File: src/rtl/x_seq_div.sv
// x_seq_div: multi-cycle restoring integer divider.
//
// Produces one quotient bit per clock using a WIDTH+1-bit subtract-and-restore
// step. There is a valid/ready request interface and a valid/ready response
// interface. Only one operation is in flight at a time. Divide-by-zero and
// signed overflow results follow RISC-V M-extension semantics.
//
// Optional feature macro: X_DIV_SIGNED_EN
//   When defined, op_signed=1 selects signed division on absolute values,
//   followed by sign correction in the FIX state.
//   When undefined, op_signed is ignored and every operation is unsigned.
//
// Ports:
//   clk          clock; all state changes on the rising edge
//   rst          synchronous, active-high reset
//   in_valid     request present
//   in_ready     divider can accept a request (high only in IDLE)
//   dividend     numerator, WIDTH bits
//   divisor      denominator, WIDTH bits
//   op_signed    1 = signed operation (only honoured with X_DIV_SIGNED_EN)
//   out_valid    result present (high only in DONE)
//   out_ready    consumer accepts the result
//   quotient     result quotient, WIDTH bits
//   remainder    result remainder, WIDTH bits
//   div_by_zero  result came from a zero divisor

module x_seq_div #(
  parameter int WIDTH = 32
) (
  input  logic             clk,
  input  logic             rst,
  input  logic             in_valid,
  output logic             in_ready,
  input  logic [WIDTH-1:0] dividend,
  input  logic [WIDTH-1:0] divisor,
  input  logic             op_signed,
  output logic             out_valid,
  input  logic             out_ready,
  output logic [WIDTH-1:0] quotient,
  output logic [WIDTH-1:0] remainder,
  output logic             div_by_zero
);

  localparam int CNT_W = $clog2(WIDTH + 1);

  typedef enum logic [1:0] {
    IDLE = 2'd0,
    CALC = 2'd1,
    FIX  = 2'd2,
    DONE = 2'd3
  } state_t;

  state_t           state_reg, state_next;
  logic [CNT_W-1:0] count_reg, count_next;
  // Q shifts the dividend out from the top while quotient bits enter at the bottom.
  logic [WIDTH-1:0] q_reg, q_next;
  logic [WIDTH-1:0] r_reg, r_next;
  logic [WIDTH-1:0] d_reg, d_next;
  logic [WIDTH-1:0] quotient_reg, quotient_next;
  logic [WIDTH-1:0] remainder_reg, remainder_next;
  logic             dbz_reg, dbz_next;

  logic [WIDTH-1:0] dvd_mag;
  logic [WIDTH-1:0] dvs_mag;

  // One restoring step: shift the next dividend bit into R, then try subtracting D.
  // R < D always holds, so R' < 2D fits in WIDTH+1 bits, and bit WIDTH of the
  // difference is a clean borrow flag.
  logic [WIDTH:0] r_shift;
  logic [WIDTH:0] diff;

  assign r_shift = {r_reg, q_reg[WIDTH-1]};
  assign diff    = r_shift - {1'b0, d_reg};

`ifdef X_DIV_SIGNED_EN
  logic dvd_neg, dvs_neg;
  logic neg_q_reg, neg_q_next;
  logic neg_r_reg, neg_r_next;

  assign dvd_neg = op_signed & dividend[WIDTH-1];
  assign dvs_neg = op_signed & divisor[WIDTH-1];
  // The most-negative value maps to itself, which is also its correct
  // unsigned magnitude, so overflow needs no special path.
  assign dvd_mag = dvd_neg ? ({WIDTH{1'b0}} - dividend) : dividend;
  assign dvs_mag = dvs_neg ? ({WIDTH{1'b0}} - divisor) : divisor;
`else
  logic unused_op_signed;
  assign unused_op_signed = op_signed;
  assign dvd_mag = dividend;
  assign dvs_mag = divisor;
`endif

  always_ff @(posedge clk) begin
    if (rst) begin
      state_reg     <= IDLE;
      count_reg     <= '0;
      q_reg         <= '0;
      r_reg         <= '0;
      d_reg         <= '0;
      quotient_reg  <= '0;
      remainder_reg <= '0;
      dbz_reg       <= 1'b0;
`ifdef X_DIV_SIGNED_EN
      neg_q_reg     <= 1'b0;
      neg_r_reg     <= 1'b0;
`endif
    end else begin
      state_reg     <= state_next;
      count_reg     <= count_next;
      q_reg         <= q_next;
      r_reg         <= r_next;
      d_reg         <= d_next;
      quotient_reg  <= quotient_next;
      remainder_reg <= remainder_next;
      dbz_reg       <= dbz_next;
`ifdef X_DIV_SIGNED_EN
      neg_q_reg     <= neg_q_next;
      neg_r_reg     <= neg_r_next;
`endif
    end
  end

  always_comb begin
    state_next     = state_reg;
    count_next     = count_reg;
    q_next         = q_reg;
    r_next         = r_reg;
    d_next         = d_reg;
    quotient_next  = quotient_reg;
    remainder_next = remainder_reg;
    dbz_next       = dbz_reg;
`ifdef X_DIV_SIGNED_EN
    neg_q_next     = neg_q_reg;
    neg_r_next     = neg_r_reg;
`endif

    case (state_reg)
      IDLE: begin
        if (in_valid) begin
          if (divisor == '0) begin
            // Result is known at once; the remainder is the original, unconverted dividend.
            quotient_next  = '1;
            remainder_next = dividend;
            dbz_next       = 1'b1;
            state_next     = DONE;
          end else begin
            q_next     = dvd_mag;
            d_next     = dvs_mag;
            r_next     = '0;
            dbz_next   = 1'b0;
            count_next = CNT_W'(WIDTH);
`ifdef X_DIV_SIGNED_EN
            neg_q_next = dvd_neg ^ dvs_neg;
            neg_r_next = dvd_neg;
`endif
            state_next = CALC;
          end
        end
      end

      CALC: begin
        if (!diff[WIDTH]) begin
          r_next = diff[WIDTH-1:0];
          q_next = {q_reg[WIDTH-2:0], 1'b1};
        end else begin
          r_next = r_shift[WIDTH-1:0];
          q_next = {q_reg[WIDTH-2:0], 1'b0};
        end
        count_next = count_reg - CNT_W'(1);
        if (count_reg == CNT_W'(1)) begin
          state_next = FIX;
        end
      end

      FIX: begin
`ifdef X_DIV_SIGNED_EN
        quotient_next  = neg_q_reg ? ({WIDTH{1'b0}} - q_reg) : q_reg;
        remainder_next = neg_r_reg ? ({WIDTH{1'b0}} - r_reg) : r_reg;
`else
        quotient_next  = q_reg;
        remainder_next = r_reg;
`endif
        dbz_next   = 1'b0;
        state_next = DONE;
      end

      DONE: begin
        if (out_ready) begin
          state_next = IDLE;
        end
      end

      default: begin
        state_next = IDLE;
      end
    endcase
  end

  assign in_ready    = (state_reg == IDLE);
  assign out_valid   = (state_reg == DONE);
  assign quotient    = quotient_reg;
  assign remainder   = remainder_reg;
  assign div_by_zero = dbz_reg;

endmodule

File: config.mk
export PLATFORM = sky130hd
export DESIGN_NAME = x_seq_div
export DESIGN_NICKNAME = d
export VERILOG_FILES = /design/src/rtl/x_seq_div.sv
export SDC_FILE = /design/constraint.sdc
export NUM_CORES = 1
export LEC_CHECK = 0
export CAP_MARGIN = 20
export CORE_ASPECT_RATIO = 0.6
export CORE_MARGIN = 4
export CORE_UTILIZATION = 45
export DETAILED_ROUTE_END_ITERATION = 8
export HOLD_SLACK_MARGIN = 0.06
export PLACE_DENSITY_LB_ADDON = 0.15
export SYNTH_ARGS = -nofsm -noshare
export SYNTH_HDL_FRONTEND = slang
export SYNTH_SLANG_ARGS = --single-unit
File: constraint.sdc
create_clock -name clk -period 2.8 [get_ports clk]
set_clock_uncertainty 0.05 [all_clocks]
set_input_delay 0.56 -clock clk [delete_from_list [all_inputs] [get_ports clk]]
set_output_delay 0.56 -clock clk [all_outputs]
set_load 0.02 [all_outputs]
Yosys cells after proc, flatten, opt, wreduce, memory -nomap -nowiden
Cells that the tools add are included.
{ "totals": {"register_bits": 169, "out_inout_bits": 67} }
{ "classes": {"n_addsub": 2, "n_eq_ne": 9, "n_mux": 25, "n_bitwise": 1, "reduce_logical": 9} }
{ "ops": {"columns": ["cell", "n"], "rows": [
  ["two-way mux 32 bit", 9],
  ["one-hot mux 32 bit (2 select lines)", 4],
  ["subtractor 33 x 32 -> 33 bit", 1],
  ["zero test 32 bit", 1],
  ["two-way mux 6 bit", 2],
  ["one-hot mux 6 bit (2 select lines)", 1],
  ["AND reduction 3 bit", 4],
  ["two-way mux 2 bit", 4],
  ["one-hot mux 2 bit (4 select lines)", 1],
  ["equality test 6 x 1 -> 1 bit (second input constant)", 1],
  ["!= test 2 bit (second input constant)", 3],
  ["subtractor 6 x 1 -> 6 bit (second input constant)", 1],
  ["equality test 2 bit (second input constant)", 2],
  ["!= test 2 x 1 -> 1 bit (second input constant)", 2],
  ["nonzero test 2 bit", 2],
  ["two-way mux 1 bit", 3],
  ["equality test 2 x 1 -> 1 bit (second input constant)", 1],
  ["zero test 2 bit", 1],
  ["one-hot mux 1 bit (2 select lines)", 1],
  ["AND reduction 2 bit", 1],
  ["NOT 1 bit", 1]
]} }

Depth between registers and ports, before layout
Gate-level depths: netlist (run 1).
{ "depth": {"depth_word": 4, "ltp_mapped": 14, "ltp_nobuf": 13} }

Worst setup path after synthesis (run 1)
OpenSTA, ideal clock, no wires.
{ "synth_path": {"path_type": "register to register", "start": "register q_reg[31]", "end": "register r_reg[30]", "t_arrival_ns": 2.656, "required_ns": 2.633, "path_slack_ns": -0.023, "path_stages_with_launch": 14, "synth_period_minus_slack_ns": 2.823, "path_cell_list": "dfxtp_1 -> inv_1 -> ha_1 -> inv_1 -> fa_1 -> a211o_1 -> a221o_1 -> a21o_1 -> nand3b_1 -> a21oi_1 -> a311oi_1 -> o21ai_0 -> mux2i_1 -> nand2_1"} }
{ "synth_via": {"elab_chain_len": 3} }
{ "synth_lines": {"columns": ["item", "line", "text"], "rows": [
  ["start: declaration", "56", "logic [WIDTH-1:0] q_reg, q_next;"],
  ["start signal: assignment", "110", "q_reg <= q_next;"],
  ["subtractor 33 x 32 -> 33 bit", "73", "assign diff = r_shift - {1'b0, d_reg};"],
  ["two-way mux 32 bit", "162", "if (!diff[WIDTH]) begin"],
  ["one-hot mux 32 bit (2 select lines)", "137", "case (state_reg)"],
  ["end signal: assignment", "111", "r_reg <= r_next;"],
  ["end: declaration", "57", "logic [WIDTH-1:0] r_reg, r_next;"]
]} }
No other way between the ends.
A chain may end at the register's enable or synchronous reset.

Final worst setup path (run 1)
{ "layout_path": {"start": "register q_reg[31]", "end": "register r_reg[28]"} }
The elaborated chain is that of the path after synthesis.

==> impl_results.md, run 1 <==
* Outcome: complete, but fails checks
* Failing checks: negative setup slack
* Filler instances at 1615
* Crit-path max FO at 2
* Global Route Usage Sum at 23.6%
* Gate power share at 65.2%
* Sequential fraction of the synthesis area at 38.4%
* Count of flip-flops with a built-in enable after synthesis at 0
* CTS buffer count at 17
* Switching pwr at 7370 uW
* Core Area at 19100 sq um
* Via/cell ratio at 5.34
* Yosys top cell by area: dfxtp_1
* Leakage at 0.00522 uW
* Top cell type's share of synthesized area at 38.4%
* Slowest Stage Delay on Critical Path at 0.35 ns
* Area Growth Syn to Fin at 45.1%
* DRT Wirelength at 26700 um
* WL/cell at 16.9 um
* Largest net degree at the start of global routing at 92
* Area of the multi-input gates at 5240 sq um
* Worst hold slack at 0.430 ns
* Seq pwr share at 20.5%
* Setup tns final at -1.68 ns
* Synth unique cells at 61
* Routed vias at 8418
* Initial core utilization at 46.0%
* Mapped Cells at 1028
* CTS root buffer: clkbuf_16
* RSZ-0062 raised after global routing: yes
* Num Clock Sinks at 169
* Top post-synthesis cells by count: dfxtp_1 (169), nor2_1 (154), mux2i_1 (110), inv_1 (79), a211oi_1 (70)
* Setup crit end kind: register
* Synthesized cell area at 8810 sq um
* Library cell with the highest instance count after synthesis: dfxtp_1
* Syn nets at 1136
* CP cell instances: inv_4, ha_4, inv_2, fa_2, a211o_1, a221o_1, a21o_1, nand3b_1, buf_6, a21oi_4, a311oi_2, buf_4, xor2_2, o21ai_2
* DRC violations left at 0
* Die X at 189 um
* FF+latch area at 3390 sq um
* Site Rows at 39
* Hold Crit Start: q_reg[3]$_SDFFE_PP0P_
* Buffers plus inverters on the worst setup path at 4
* Final-report setup violation count at 19
* Fin. Hold Viols at 0
* Final Cycle Share at 108%
* Util after Layout at 66.8%
* Skew-Pair Late Insertion Delay at 0.43 ns
* VDD IR max at 0.838 mV
* Synth Warn # at 0
* Post-DP HPWL at 18900 um
* Max frequency at 0.329 GHz
* Startpoint types: register
* Cell family with most CP delay: compound AO/OA/AOI/OAI gates
* Sw frac at 41.8%
* CTS tree: yes
* WP data required at 3.07 ns
* Initial DRC count at 522
* Gr ovfl total at 0
* Diode count at 0
* Hold Crit Class: register to register
* Internal power at 10200 uW
* H-Tree Depth at 4
* Drt pass-1 iters at 5
* Io pins at 136
* I/O Buffers at 134
* R2R Path Start: q_reg[31]$_SDFFE_PP0P_
* GP Congestion at 0.896
* CP startpoint: q_reg[31]$_SDFFE_PP0P_
* CP Data Arrival Time at 3.31 ns
* Async S/R FF share, synth at 0%
* Minimum clock period at 3.04 ns
* Clock share of power at 14.3%
* Pwr per Cell Area at 1380 nW/um^2
* Ys flop type: dfxtp_1
* Worst-path clk slew at 0.07 ns
* Initial antenna violation count at 1
* Main area contributors after synthesis: dfxtp_1 (38%), mux2i_1 (13%), nor2_1 (6.6%)
* Die span in y at 116 um
* Slowest cell on crit path: a221o_1
* Setup Slack @ Placement at -0.357 ns
* Syn Area/Cell at 8.57 sq um
* FF+latch count, synth at 169
* CTS Hold Bufs at 0
* Nets at 1406
* Die area at 21900 sq um
* Fin worst setup slack at -0.236 ns
* CP Class: register to register
* Worst slew margin at 34.3%
* Longest Clk Path Bufs at 2
* First-pass GRT wire length at 42000 um
* Layout cell share with drive strength beyond 1 at 21.8%
* Vias in the first global route at 8062
* Max-Cap Viols at 0
* Final Max Tran Viols at 0
* Routed Antenna Nets at 0
* Slew @ Worst Pin at 0.986 ns
[cell families (layout without fill, tap and decap cells)]
group | count (synthesis) | count (layout) | synth area share (%)
DFF | 169 | 169 | 38.4
buffers and inverters | 146 | 428 | 6.52
AOI/OAI and AO/OA | 252 | 252 | 20.0
xor gates and xnor gates | 29 | 29 | 3.05
and+or+nand+nor | 282 | 282 | 13.7
muxes | 111 | 111 | 12.6
adders and majority gates | 39 | 39 | 5.63
[through the flow]
| stage | cells | instance area (sq um) | total power (uW) |
|---|---|---|---|
| after floorplan | 1028 | 8820 | 9750 |
| after global placement | 1526 | 11600 | 13100 |
| after detailed placement | 1526 | 11600 | 13200 |
| after CTS | 1559 | 12400 | 16300 |
| after global routing | 1576 | 12800 | 18800 |
| final | 1576 | 12800 | 17600 |
[timing repair]
item	4_1_cts	5_1_grt
resized for setup	39	50
cloned	0	3
setup endpoints to repair	33	96
buffers inserted	2	14
pin swaps	22	14
hold endpoints to repair	0	0
[layout by cell type (no fill, tap or decap), drive strengths merged, types with 8 or more instances in the layout]
| cell | netlist | layout |
|---|---|---|
| a311oi | 33 | 33 |
| o21ai | 43 | 43 |
| a32oi | 8 | 8 |
| nand3 | 9 | 9 |
| clkbuf | 52 | 27 |
| mux2i | 110 | 110 |
| inv | 79 | 79 |
| ha | 38 | 38 |
| dfxtp | 169 | 169 |
| nor4 | 9 | 9 |
| clkdlybuf4s50 | 0 | 133 |
| nor3 | 10 | 10 |
| a21oi | 43 | 43 |
| xor2 | 10 | 10 |
| nand2 | 65 | 65 |
| nor2 | 155 | 155 |
| xnor2 | 19 | 19 |
| buf | 15 | 182 |
| a21o | 12 | 12 |
| a211oi | 71 | 71 |
| and3 | 8 | 8 |
[worst min-delay path: stages, from the launching register on]
cell and delay, ns:
dfxtp_1 0.32, inv_1 0.05, a311oi_1 0.06
[power by group through the flow]
stage | clock network (uW) | registers, uW | logic (uW)
2_1_floorplan | 0 | 3800 | 5940
6_report | 2520 | 3610 | 11500
3_5_place_dp | 0 | 3620 | 9620
3_3_place_gp | 0 | 3600 | 9490
4_1_cts | 2570 | 3590 | 10100
5_1_grt | 2660 | 3680 | 12500
[final timing paths]
| check | to | slack, ns | cells after the start |
|---|---|---|---|
| worst max-delay path | r_reg[28]$_SDFFE_PP0P_ | -0.24 | 14 |
| worst min-delay path | quotient[3]$_SDFFE_PP0P_ | 0.43 | 2 |
| worst max register to register | r_reg[28]$_SDFFE_PP0P_ | -0.24 | 14 |
| worst min register to register | quotient[3]$_SDFFE_PP0P_ | 0.43 | 2 |
[layout make-up]
class | instances | area share (%)
multi-input cells | 713 | 41.0
flip-flops and latches | 169 | 26.6
repair buffers | 318 | 22.7
clock buffers | 24 | 3.69
well taps | 266 | 2.60
inverters | 79 | 2.34
clock inverters | 7 | 1.11
[routing by layer]
metal	GRT usage, %	up-vias	wire length (um)
met2	36.7	204	11600
li1	-	4208	-
met1	33.1	3979	12900
met3	5.79	25	1750
met5	0	-	13
met4	6.74	2	354
(Power assumes the default switching activity.)
==> run 2, diff against run 1 <==
--- a/config.mk
+++ b/config.mk
@@ -8,8 +8,9 @@
 export CAP_MARGIN = 20
 export CORE_ASPECT_RATIO = 0.6
 export CORE_MARGIN = 4
-export CORE_UTILIZATION = 45
+export CORE_UTILIZATION = 50
 export DETAILED_ROUTE_END_ITERATION = 8
+export DONT_BUFFER_PORTS = 1
 export HOLD_SLACK_MARGIN = 0.06
 export PLACE_DENSITY_LB_ADDON = 0.15
 export SYNTH_ARGS = -nofsm -noshare
==> run 2 against run 1 <==
The flow still finishes with violations (negative setup slack). Count of clock-buffer cells in the layout decreased by 6. Combinational power decreased by 6%. Design area decreased by 14%. Core utilization decreased by 3.3 points. Die area decreased by 9.5%. Sequential share of layout area increased by 4.4 points.
==> impl_results.md, run 2 (synthesized netlist as in run 1, its figures left out) <==
* Fin worst setup slack at -0.136 ns
* Final Max Tran Viols at 0
* CTS root buffer: clkbuf_16
* Core Area at 17200 sq um
* CP Data Arrival Time at 3.20 ns
* Cell family with most CP delay: simple AND/OR/NAND/NOR gates
* Leakage at 0.00445 uW
* Gr ovfl total at 0
* Placed insts at 1314
* CP Class: register to register
* Worst slew margin at 52.5%
* Slew @ Worst Pin at 0.711 ns
* Diode count at 0
* Failing checks: negative setup slack
* Via/cell ratio at 5.60
* Hold Crit Start: rst
* Startpoint types: register
* Die area at 19900 sq um
* Drt pass-1 iters at 4
* Initial DRC count at 555
* Routed Antenna Nets at 0
* Skew-Pair Late Insertion Delay at 0.42 ns
* Outcome: complete, but fails checks
* Num Clock Sinks at 169
* DRC violations left at 0
* Initial core utilization at 51.1%
* VDD IR max at 0.903 mV
* Setup Slack @ Placement at -0.357 ns
* DRT Wirelength at 23900 um
* Util after Layout at 63.5%
* Io pins at 136
* Pwr per Cell Area at 1570 nW/um^2
* Longest Clk Path Bufs at 2
* Slowest Stage Delay on Critical Path at 0.57 ns
* Buffers plus inverters on the worst setup path at 5
* Routed vias at 7606
* Layout Cells excl Fill at 1358
* Most frequent cells in the layout: dfxtp_1 (163), nor2_1 (149), buf_4 (113), mux2i_1 (110), inv_1 (76)
* CTS tree: yes
* Final-report setup violation count at 30
* I/O Buffers at 0
* Final Cycle Share at 105%
* Minimum clock period at 2.94 ns
* Nets at 1220
* Largest net degree at the start of global routing at 139
* GP Congestion at 0.907
* Layout cell share with drive strength beyond 1 at 20.7%
* CTS buffer count at 17
* Initial antenna violation count at 0
* Crit path depth at 15
* Fin. Hold Viols at 0
* Hold Crit Class: input pin to register
* Worst R2R Path Depth at 15
* CP cell instances: inv_2, ha_4, inv_2, fa_2, a211o_1, buf_6, a21oi_4, or4b_4, a21oi_4, nor2_4, xnor2_4, buf_4, buf_12, nand2_1, a32o_1
* Post-DP HPWL at 17300 um
* Die span in y at 111 um
* Setup tns final at -2.63 ns
* Global Route Usage Sum at 23.2%
* WP data required at 3.06 ns
* Most common cell after layout, fill and taps aside: dfxtp_1
* Crit-path max FO at 7
* Slowest cell on crit path: or4b_4
* Site Rows at 37
* H-Tree Depth at 4
* Max frequency at 0.341 GHz
* CP startpoint: q_reg[31]$_SDFFE_PP0P_
* Hold Path Stages at 1
* Worst-path clk slew at 0.07 ns
* Area Growth Syn to Fin at 24.2%
* Max-Cap Viols at 0
* First-pass GRT wire length at 37500 um
* Vias in the first global route at 7264
* Setup crit end kind: register
* Die X at 179 um
* RSZ-0062 raised after global routing: yes
* WL/cell at 17.6 um
* R2R Path Start: q_reg[31]$_SDFFE_PP0P_
* Filler instances at 1457
-- run 2: changes by cell type in the layout (fill, tap and decap cells not counted), sizes merged --
cell / previous run / this run
buf: 182 / 131
clkinv: 2 / 5
clkinvlp: 1 / 4
inv: 79 / 81
clkdlybuf4s50: 133 / 0
bufinv: 4 / 2
clkbuf: 27 / 19
-- run 2: worst paths after layout --
check                                   end  slack, ns
hold reg to reg   count_reg[1]$_SDFFE_PP0P_       0.42
setup reg to reg      r_reg[0]$_SDFFE_PP0P_      -0.14
setup / recovery      r_reg[0]$_SDFFE_PP0P_      -0.14
hold / removal       d_reg[29]$_SDFFE_PP0P_       0.15
-- run 2: power breakdown --
part           leakage (uW)  internal, uW  switching (uW)  total (uW)
Combinational       0.00279          5340            5510       10800
Sequential          0.00138          3100             826        3930
Clock              0.000275          1340            1020        2360
-- run 2: metrics by stage --
stage / power [uW] / cell area [sq um] / hold slack, ns
2_1_floorplan: 9750 / 8820 / 0.395
3_3_place_gp: 12500 / 9860 / 0.405
3_5_place_dp: 12600 / 9860 / 0.407
4_1_cts: 15600 / 10700 / 0.137
5_1_grt: 18300 / 10900 / 0.129
6_report: 17100 / 10900 / 0.149
-- run 2: worst register-to-register path, delay by kind of cell (launching register included) --
kind                     cells  cell delay [ns]
adder cells (fa/ha/maj)      2             0.35
buffers and inverters        5             0.52
XOR/XNOR                     1             0.21
AO/OA/AOI/OAI                4             0.66
flip-flops                   1             0.33
AND/OR/NAND/NOR              3             0.72
-- run 2: metal layers --
metal	up-vias	GRT usage, %	share of wire, %	wire length (um)
met1	3564	32.7	48	11500
met3	21	7.29	7.2	1720
li1	3860	-	-	-
met4	0	5.07	0.87	207
met5	-	0	0	0
met2	161	35.0	44	10500
-- run 2: final cells by class --
cell class                 count  area (sq um)  share of cell area, %
tap                          234           293                   2.68
sequential                   169          3390                   31.0
inverter                      79           297                   2.71
multi-input combinational    713          5220                   47.7
timing repair buffer         132          1150                   10.6
clock inverter                13           148                   1.35
clock buffer                  18           439                   4.01
-- run 2: timing repair --
| action | in CTS | in global routing |
|---|---|---|
| setup buffers | 3 | 8 |
| pin swaps | 10 | 16 |
| gates resized for setup | 48 | 50 |
| cloned | 0 | 2 |
| hold buffers | 0 | 0 |
| endpoints found under the setup margin | 33 | 32 |
==> run 3, diff against run 2 <==
--- a/config.mk
+++ b/config.mk
@@ -8,10 +8,10 @@
 export CAP_MARGIN = 20
 export CORE_ASPECT_RATIO = 0.6
 export CORE_MARGIN = 4
-export CORE_UTILIZATION = 50
+export CORE_UTILIZATION = 40
 export DETAILED_ROUTE_END_ITERATION = 8
 export DONT_BUFFER_PORTS = 1
-export HOLD_SLACK_MARGIN = 0.06
+export HOLD_SLACK_MARGIN = 0.05
 export PLACE_DENSITY_LB_ADDON = 0.15
 export SYNTH_ARGS = -nofsm -noshare
 export SYNTH_HDL_FRONTEND = slang
==> run 3 against run 2 <==
The flow still finishes with violations (negative setup slack). Sequential power barely moved. Design area up 1.1%. First-iteration DRC count is 28% lower. Core utilization shrank 12 points. Final cell count grew 4.2%. Critical path depth down 2. Total power is 1.5% lower. Critical path type unchanged. Critical endpoint is now r_reg[28]$_SDFFE_PP0P_. Largest power group unchanged. Highest routed layer unchanged.
==> impl_results.md, run 3 (synthesized netlist as in run 1, its figures left out) <==
* Largest net degree at the start of global routing at 139
* Seq pwr share at 23.2%
* Worst R2R Path Depth at 13
* CP Class: register to register
* Sw frac at 42.7%
* CTS buffer count at 17
* Util after Layout at 51.9%
* Switching pwr at 7210 uW
* RSZ-0062 raised after global routing: yes
* Fin. Hold Viols at 0
* Failing checks: negative setup slack
* Routed vias at 7614
* WL/cell at 18.4 um
* Nets at 1231
* Worst slew margin at 55.8%
* Clock share of power at 14.8%
* Initial DRC count at 402
* Global Route Usage Sum at 20.8%
* CP Data Arrival Time at 3.26 ns
* Outcome: complete, but fails checks
* Startpoint types: register
* Skew-Pair Late Insertion Delay at 0.44 ns
* VDD IR max at 0.949 mV
* Total power at 16900 uW
* WP data required at 3.06 ns
* Slew @ Worst Pin at 0.662 ns
* Most common cell after layout, fill and taps aside: dfxtp_1
* CP startpoint: q_reg[31]$_SDFFE_PP0P_
* Crit-path max FO at 3
* Initial core utilization at 41.3%
* Worst hold slack at 0.153 ns
* Die X at 200 um
* Internal power at 9680 uW
* Fin worst setup slack at -0.194 ns
* I/O Buffers at 0
* R2r endpoint: r_reg[28]$_SDFFE_PP0P_
* DRC violations left at 0
* Layout cell share with drive strength beyond 1 at 21.8%
* R2R Path Start: q_reg[31]$_SDFFE_PP0P_
* Via/cell ratio at 5.38
* Core Area at 21300 sq um
* Drt pass-1 iters at 4
* Longest Clk Path Bufs at 2
* Initial antenna violation count at 0
* CTS tree: yes
* First-pass GRT wire length at 40100 um
* Post-DP HPWL at 18900 um
* Final-report setup violation count at 31
* Num Clock Sinks at 169
* GP Congestion at 0.905
* Worst-path clk slew at 0.06 ns
* CTS root buffer: clkbuf_16
* Minimum clock period at 2.99 ns
* FF+latch area at 3390 sq um
* H-Tree Depth at 4
* Vias in the first global route at 7191
* Gate power share at 62.0%
* Max frequency at 0.334 GHz
* Area of the multi-input gates at 5200 sq um
* Io pins at 136
* Area Growth Syn to Fin at 25.6%
* Final Max Tran Viols at 0
* Diode count at 0
* Leakage at 0.00451 uW
* Filler instances at 2015
* Die span in y at 123 um
* R2r setup slk at -0.19 ns
* DRT Wirelength at 26000 um
* Die area at 24500 sq um
* Site Rows at 41
* Routed Antenna Nets at 0
* Setup crit end kind: register
* Gr ovfl total at 0
* Max-Cap Viols at 0
* Hold Crit Class: input pin to register
* Pwr per Cell Area at 1530 nW/um^2
* Final Cycle Share at 107%
* Worst setup endpoint: r_reg[28]$_SDFFE_PP0P_
* Most frequent cells in the layout: dfxtp_1 (161), nor2_1 (151), buf_4 (128), mux2i_1 (109), inv_1 (73)
[run 3: cell types whose count changed in the layout (fill, tap and decap cells not counted), sizes merged]
cell,delta
buf,+11
clkbuf,+4
clkinvlp,-2
bufinv,+1
clkinv,-1
inv,-1
[run 3: what timing repair did]
item                       CTS  global route
setup endpoints to repair   33            33
hold buffers                 0             0
gates cloned                 0             2
resized for setup           48            38
pin swaps                   13            16
buffers inserted             5             4
[run 3: cell type report]
type | count | area share, %
Multi-Input combinational cell | 713 | 47.0
Sequential cell | 169 | 30.7
Timing Repair Buffer | 143 | 11.0
Clock buffer | 22 | 4.29
Tap cell | 279 | 3.15
Inverter | 79 | 2.68
Clock inverter | 10 | 1.28
[run 3: per-layer routing]
layer  vias to the layer above  wire (um)  track usage [%]
met3                        20       2000             7.49
met1                      3551      12800             29.7
met5                         -          0                0
met2                       170      11000             30.3
met4                         0        255             4.41
li1                       3873          -                -
[run 3: power by group through the flow]
stage / logic, uW / clock network (uW) / registers, uW
final: 10500 / 2490 / 3920
after CTS: 9470 / 2550 / 3920
after global routing: 11400 / 2680 / 4010
after global placement: 8630 / 0 / 3950
after detailed placement: 8700 / 0 / 3960
after floorplan: 5940 / 0 / 3800
[run 3: per-stage QoR]
step / cell area (sq um) / instances / worst slack (ns) / setup TNS, ns
2_1_floorplan: 8820 / 1028 / 0.0236 / 0
3_3_place_gp: 10000 / 1372 / -0.277 / -5.97
3_5_place_dp: 10000 / 1372 / -0.300 / -6.65
4_1_cts: 10800 / 1409 / -0.0965 / -0.405
5_1_grt: 11100 / 1415 / -0.265 / -6.36
6_report: 11100 / 1415 / -0.194 / -2.38
[run 3: critical path, stage by stage (launching register included)]
cell and delay (ns):
dfxtp_2 0.33, inv_2 0.07, ha_4 0.14, inv_2 0.03, fa_2 0.35, a211o_1 0.29
a221o_1 0.33, a21o_1 0.20, nand3b_1 0.21, a21oi_2 0.14, a311oi_2 0.34, buf_4 0.17
xor2_1 0.14, o21ai_1 0.08
[run 3: worst min path at each step]
| stage | startpoint | endpoint | slack [ns] | depth (start not counted) |
|---|---|---|---|---|
| finish | rst | remainder[24]$_SDFFE_PP0P_ | 0.15 | 1 |
| global route | rst | remainder[25]$_SDFFE_PP0P_ | 0.12 | 1 |
| CTS | rst | quotient[30]$_SDFFE_PP0P_ | 0.13 | 1 |
| detailed placement | q_reg[17]$_SDFFE_PP0P_ | quotient[17]$_SDFFE_PP0P_ | 0.42 | 2 |
| global placement | count_reg[1]$_SDFFE_PP0P_ | count_reg[1]$_SDFFE_PP0P_ | 0.40 | 2 |
| floorplan | count_reg[1]$_SDFFE_PP0P_ | count_reg[1]$_SDFFE_PP0P_ | 0.39 | 2 |
